**src/rtl/aes_pkg.sv**
```systemverilog
// rtl/aes_pkg.sv - shared AES types and GF(2^8) constant multipliers
package aes_pkg;

  typedef logic [3:0][3:0][7:0] state_t;  // [row][col] byte matrix
  typedef logic [3:0][7:0]      col_t;    // [row] bytes of one column

  localparam logic [7:0] GF_POLY = 8'h1B;

  function automatic logic [7:0] xtime(input logic [7:0] b);
    return {b[6:0], 1'b0} ^ (b[7] ? GF_POLY : 8'h00);
  endfunction

  function automatic logic [7:0] gf_mul_09(input logic [7:0] b);
    return xtime(xtime(xtime(b))) ^ b;
  endfunction

  function automatic logic [7:0] gf_mul_0b(input logic [7:0] b);
    return xtime(xtime(xtime(b))) ^ xtime(b) ^ b;
  endfunction

  function automatic logic [7:0] gf_mul_0d(input logic [7:0] b);
    return xtime(xtime(xtime(b))) ^ xtime(xtime(b)) ^ b;
  endfunction

  function automatic logic [7:0] gf_mul_0e(input logic [7:0] b);
    return xtime(xtime(xtime(b))) ^ xtime(xtime(b)) ^ xtime(b);
  endfunction

endpackage

```
**src/rtl/inv_mix_columns_col.sv**
```systemverilog
// rtl/inv_mix_columns_col.sv - combinational InvMixColumns of one column
module inv_mix_columns_col
  import aes_pkg::*;
(
  input  col_t col_i,
  output col_t col_o
);

  always_comb begin
    col_o[0] = gf_mul_0e(col_i[0]) ^ gf_mul_0b(col_i[1]) ^ gf_mul_0d(col_i[2]) ^ gf_mul_09(col_i[3]);
    col_o[1] = gf_mul_09(col_i[0]) ^ gf_mul_0e(col_i[1]) ^ gf_mul_0b(col_i[2]) ^ gf_mul_0d(col_i[3]);
    col_o[2] = gf_mul_0d(col_i[0]) ^ gf_mul_09(col_i[1]) ^ gf_mul_0e(col_i[2]) ^ gf_mul_0b(col_i[3]);
    col_o[3] = gf_mul_0b(col_i[0]) ^ gf_mul_0d(col_i[1]) ^ gf_mul_09(col_i[2]) ^ gf_mul_0e(col_i[3]);
  end

endmodule

```
**src/rtl/inv_mix_columns_seq.sv**
```systemverilog
// rtl/inv_mix_columns_seq.sv - iterative InvMixColumns, COLS_PER_CYCLE columns per busy cycle
module inv_mix_columns_seq
  import aes_pkg::*;
#(
  parameter int COLS_PER_CYCLE = 1
) (
  input  logic   clk,
  input  logic   rst,
  input  logic   in_valid,
  output logic   in_ready,
  input  state_t in,
  output logic   out_valid,
  input  logic   out_ready,
  output state_t out
);

  if (COLS_PER_CYCLE != 1 && COLS_PER_CYCLE != 2 && COLS_PER_CYCLE != 4) begin : g_bad_param
    $error("COLS_PER_CYCLE must be 1, 2 or 4");
  end

  typedef enum logic [1:0] {IDLE, BUSY, DONE} fsm_e;

  localparam logic [1:0] STEP     = 2'(COLS_PER_CYCLE);
  localparam logic [1:0] LAST_IDX = 2'(4 - COLS_PER_CYCLE);

  fsm_e       state_q, state_d;
  logic [1:0] col_idx_q, col_idx_d;
  state_t     work_q, work_d;
  state_t     out_q, out_d;

  logic [1:0] sel     [COLS_PER_CYCLE];
  col_t       col_in  [COLS_PER_CYCLE];
  col_t       col_out [COLS_PER_CYCLE];

  always_comb begin
    for (int g = 0; g < COLS_PER_CYCLE; g++) begin
      sel[g] = col_idx_q + 2'(g);
      for (int r = 0; r < 4; r++) begin
        col_in[g][r] = work_q[r][sel[g]];
      end
    end
  end

  for (genvar g = 0; g < COLS_PER_CYCLE; g++) begin : g_col
    inv_mix_columns_col u_col (
      .col_i(col_in[g]),
      .col_o(col_out[g])
    );
  end

  always_comb begin
    state_d   = state_q;
    col_idx_d = col_idx_q;
    work_d    = work_q;
    out_d     = out_q;
    in_ready  = 1'b0;
    out_valid = 1'b0;
    case (state_q)
      IDLE: begin
        in_ready = 1'b1;
        if (in_valid) begin
          work_d    = in;
          col_idx_d = 2'd0;
          state_d   = BUSY;
        end
      end
      BUSY: begin
        for (int g = 0; g < COLS_PER_CYCLE; g++) begin
          for (int r = 0; r < 4; r++) begin
            out_d[r][sel[g]] = col_out[g][r];
          end
        end
        col_idx_d = col_idx_q + STEP;
        if (col_idx_q == LAST_IDX) state_d = DONE;
      end
      DONE: begin
        out_valid = 1'b1;
        // Ready passes straight through so a new state can overlap the output handshake.
        in_ready  = out_ready;
        if (out_ready) begin
          if (in_valid) begin
            work_d    = in;
            col_idx_d = 2'd0;
            state_d   = BUSY;
          end else begin
            state_d = IDLE;
          end
        end
      end
      default: state_d = IDLE;
    endcase
  end

  always_ff @(posedge clk) begin
    if (rst) begin
      state_q   <= IDLE;
      col_idx_q <= 2'd0;
      work_q    <= '0;
      out_q     <= '0;
    end else begin
      state_q   <= state_d;
      col_idx_q <= col_idx_d;
      work_q    <= work_d;
      out_q     <= out_d;
    end
  end

  assign out = out_q;

endmodule

```
**config.mk**
```make
export PLATFORM = sky130hd
export DESIGN_NAME = inv_mix_columns_seq
export DESIGN_NICKNAME = d
export VERILOG_FILES = /design/src/rtl/aes_pkg.sv /design/src/rtl/inv_mix_columns_col.sv /design/src/rtl/inv_mix_columns_seq.sv
export SDC_FILE = /design/constraint.sdc
export NUM_CORES = 1
export LEC_CHECK = 0
export ABC_AREA = 1
export BUFFER_PORTS_ARGS = -buffer_cell sky130_fd_sc_hd__buf_4
export CAP_MARGIN = 5
export CORE_UTILIZATION = 35
export CTS_BUF_LIST = sky130_fd_sc_hd__clkbuf_4
export CTS_CLUSTER_DIAMETER = 120
export DETAILED_ROUTE_END_ITERATION = 6
export PLACE_DENSITY = 0.61
export SYNTH_ARGS = -nofsm -noshare
export SYNTH_HDL_FRONTEND = slang
export SYNTH_SLANG_ARGS = --single-unit
```
**constraint.sdc**
```tcl
create_clock -name clk -period 4 [get_ports clk]
set_input_delay 0.8 -clock clk [delete_from_list [all_inputs] [get_ports clk]]
set_output_delay 0.8 -clock clk [all_outputs]
set_load 0.03 [all_outputs]
```
==> results.ini <==
[outcome]
status = finished, final reports clean

[critical_path]
cp-start-kind = register
timing.rr.start = col_idx_q[0]
criticalPathCategory = reg2reg
cp_max_fo = 67
critPathBufInv = 1
slowest_delay_ps = 500
critical-path-slowest-cell = inv_4
required_ps = 4560
path_delay_family = XOR/XNOR gates
critPathLaunch = col_idx_q[0]
path_cells = inv_4 > nand2_1 > nand2_1 > nand2_1 > nand2_1 > nand2_1 > nand2_2 > xor2_1 > xor2_1 > xor2_1 > a21oi_1
arrival_ps = 3640
crit_path_end_kind = register
cpMostUsedCell = nand2_1

[layout]
fin_util_pct = 43.6
layout_commonest_cell = nand2_1
nets = 2588
layout_common_cells = nand2_1, buf_4, nor2_1, dfxtp_1, nand3_1
drive_gt1_share_pct = 21.6
area_growth_pct = 21.6
stdcell_area_um2 = 18000
fill_cells = 4281

[yosys]
ys_ff_latch = 260
synth_top_area_share_pct = 35.2
netlist_area_um2 = 14800
syn-num-nets = 2340
synth.yosys.seq_area_share_pct = 35.2
yosys.area.top_type = dfxtp_1
ys_warn_count = 0
ys_types = 35
syn_avg_cell_area_um2 = 6.70
syn_inst = 2204
synth_area_leaders = dfxtp_1, nand2_1, nand3_1

[global_routing]
grt_start_max_net_pins = 117
grt_use_total_pct = 22.4
first_global_vias = 13660
grt_pass1_wl_mm = 76.0
grt_overflow = 0
antenna_found_initial = 1

[routing]
ant_nets = 0
drc = 0
viasPerCell = 4.83
num_vias = 14658
wirelength_mm = 48.8
drt-pass1-iter-count = 5
wl_per_cell_um = 16.1
drtIter0Drc = 979

[clock_network]
clk_latency_ps = 740
htreeDepth = 3
cts_hold_buf = 0
cts-root-buf = clkbuf_4
cts_resized = 0
clk_pin_slew_ps = 60
cts_tree = built
clockBufferDepth = 3
cts_inserted_buffers = 74
post_cts_buffers = 0
cts.sinks = 260

[sta]
slew_violations = 0
fin_ws_ps = 922
finalCriticalPeriod_ps = 3080
hold_viol_final = 0
clock_skew_ps = 42.2
finalSetupTns_ps = 0
fmax_mhz = 325
finalCritPeriodShare_pct = 76.9
setup_viol = 0
relSlewSlack_pct = 38.0
worst_pin_slew_ps = 931
rsz0062_at_grt = false

[pwr]
power_mw = 9.42
ir_drop_uv = 185
leakage_nw = 9.05
p_per_area_nw_per_um2 = 524

[floorplanning]
pin_count = 262
chipWidth_um = 207
die_height_um = 207
dieArea_um2 = 43000
start_util_pct = 35.9
fp-row-count = 74
core_region_area_um2 = 41200

[run]
cap_violations = 0

[placement]
gp_congestion = 0.963
place_hpwl_mm = 37.0
dpl_cell_area_um2 = 17100
place.port_buffers = 261
dp_slack_ps = 950

[min_path]
min_path_type = in2reg
min_from = rst

kinds of logic after synthesis:
group,synth area share [%]
compound gates,12.3
xor+xnor,8.12
fa+ha+maj,0.339
buf+inv,7.46
flops,35.2
simple gates,36.5
sequential cells by signal, summed over array words and instances (netlist names):
signal	flops
out	128
work_q	128
col_idx_q	2
state_q	2
through the flow:
step           cells  hold WS, ps
6_report        3034          299
5_1_grt         3034          249
4_1_cts         3032          216
3_5_place_dp    2908          470
3_3_place_gp    2908          464
2_1_floorplan   2204          444
cells in the mapped netlist, drive strengths merged:
cell and instances:
a21oi 58, nand2 730, buf 35, dfxtp 260, nand3 225, o21ai 183
o211ai 1, nand3b 12, a21o 1, nand4 4, clkbuf 69, xnor2 51
ha 4, xor2 68, nor2 259, inv 158, or2 10, o21a 76
power by group:
part	internal, mW	switching [mW]
clock network	1.29	1.11
logic	1.27	2.87
registers	2.77	0.104
total	5.34	4.08
path summary, 6_finish.rpt:
| kind | cells past startpoint | to | slack, ps |
|---|---|---|---|
| min | 2 | state_q[0] | 300 |
| min reg2reg | 2 | work_q[85] | 480 |
| max | 11 | out[88] | 920 |
| max reg2reg | 11 | out[88] | 920 |
cell type report:
| type | count | area [um^2] | area share, % |
|---|---|---|---|
| repair buffers | 276 | 2100 | 11.7 |
| inverters | 158 | 606 | 3.37 |
| diodes | 2 | 5.00 | 0.0279 |
| flip-flops and latches | 260 | 5210 | 29.0 |
| well taps | 532 | 666 | 3.70 |
| clock buffers | 108 | 811 | 4.51 |
| clock inverters | 16 | 93.8 | 0.522 |
| multi-input cells | 1682 | 8480 | 47.2 |
routing by layer:
metal	track usage (%)	share of wire [%]	vias to the layer above
met5	0	0	-
met4	8.41	2.9	0
met3	3.42	5.3	73
met2	36.2	45	472
met1	30.2	46	6570
li1	-	-	7543
Note: power is estimated with default switching activity, not from simulation.
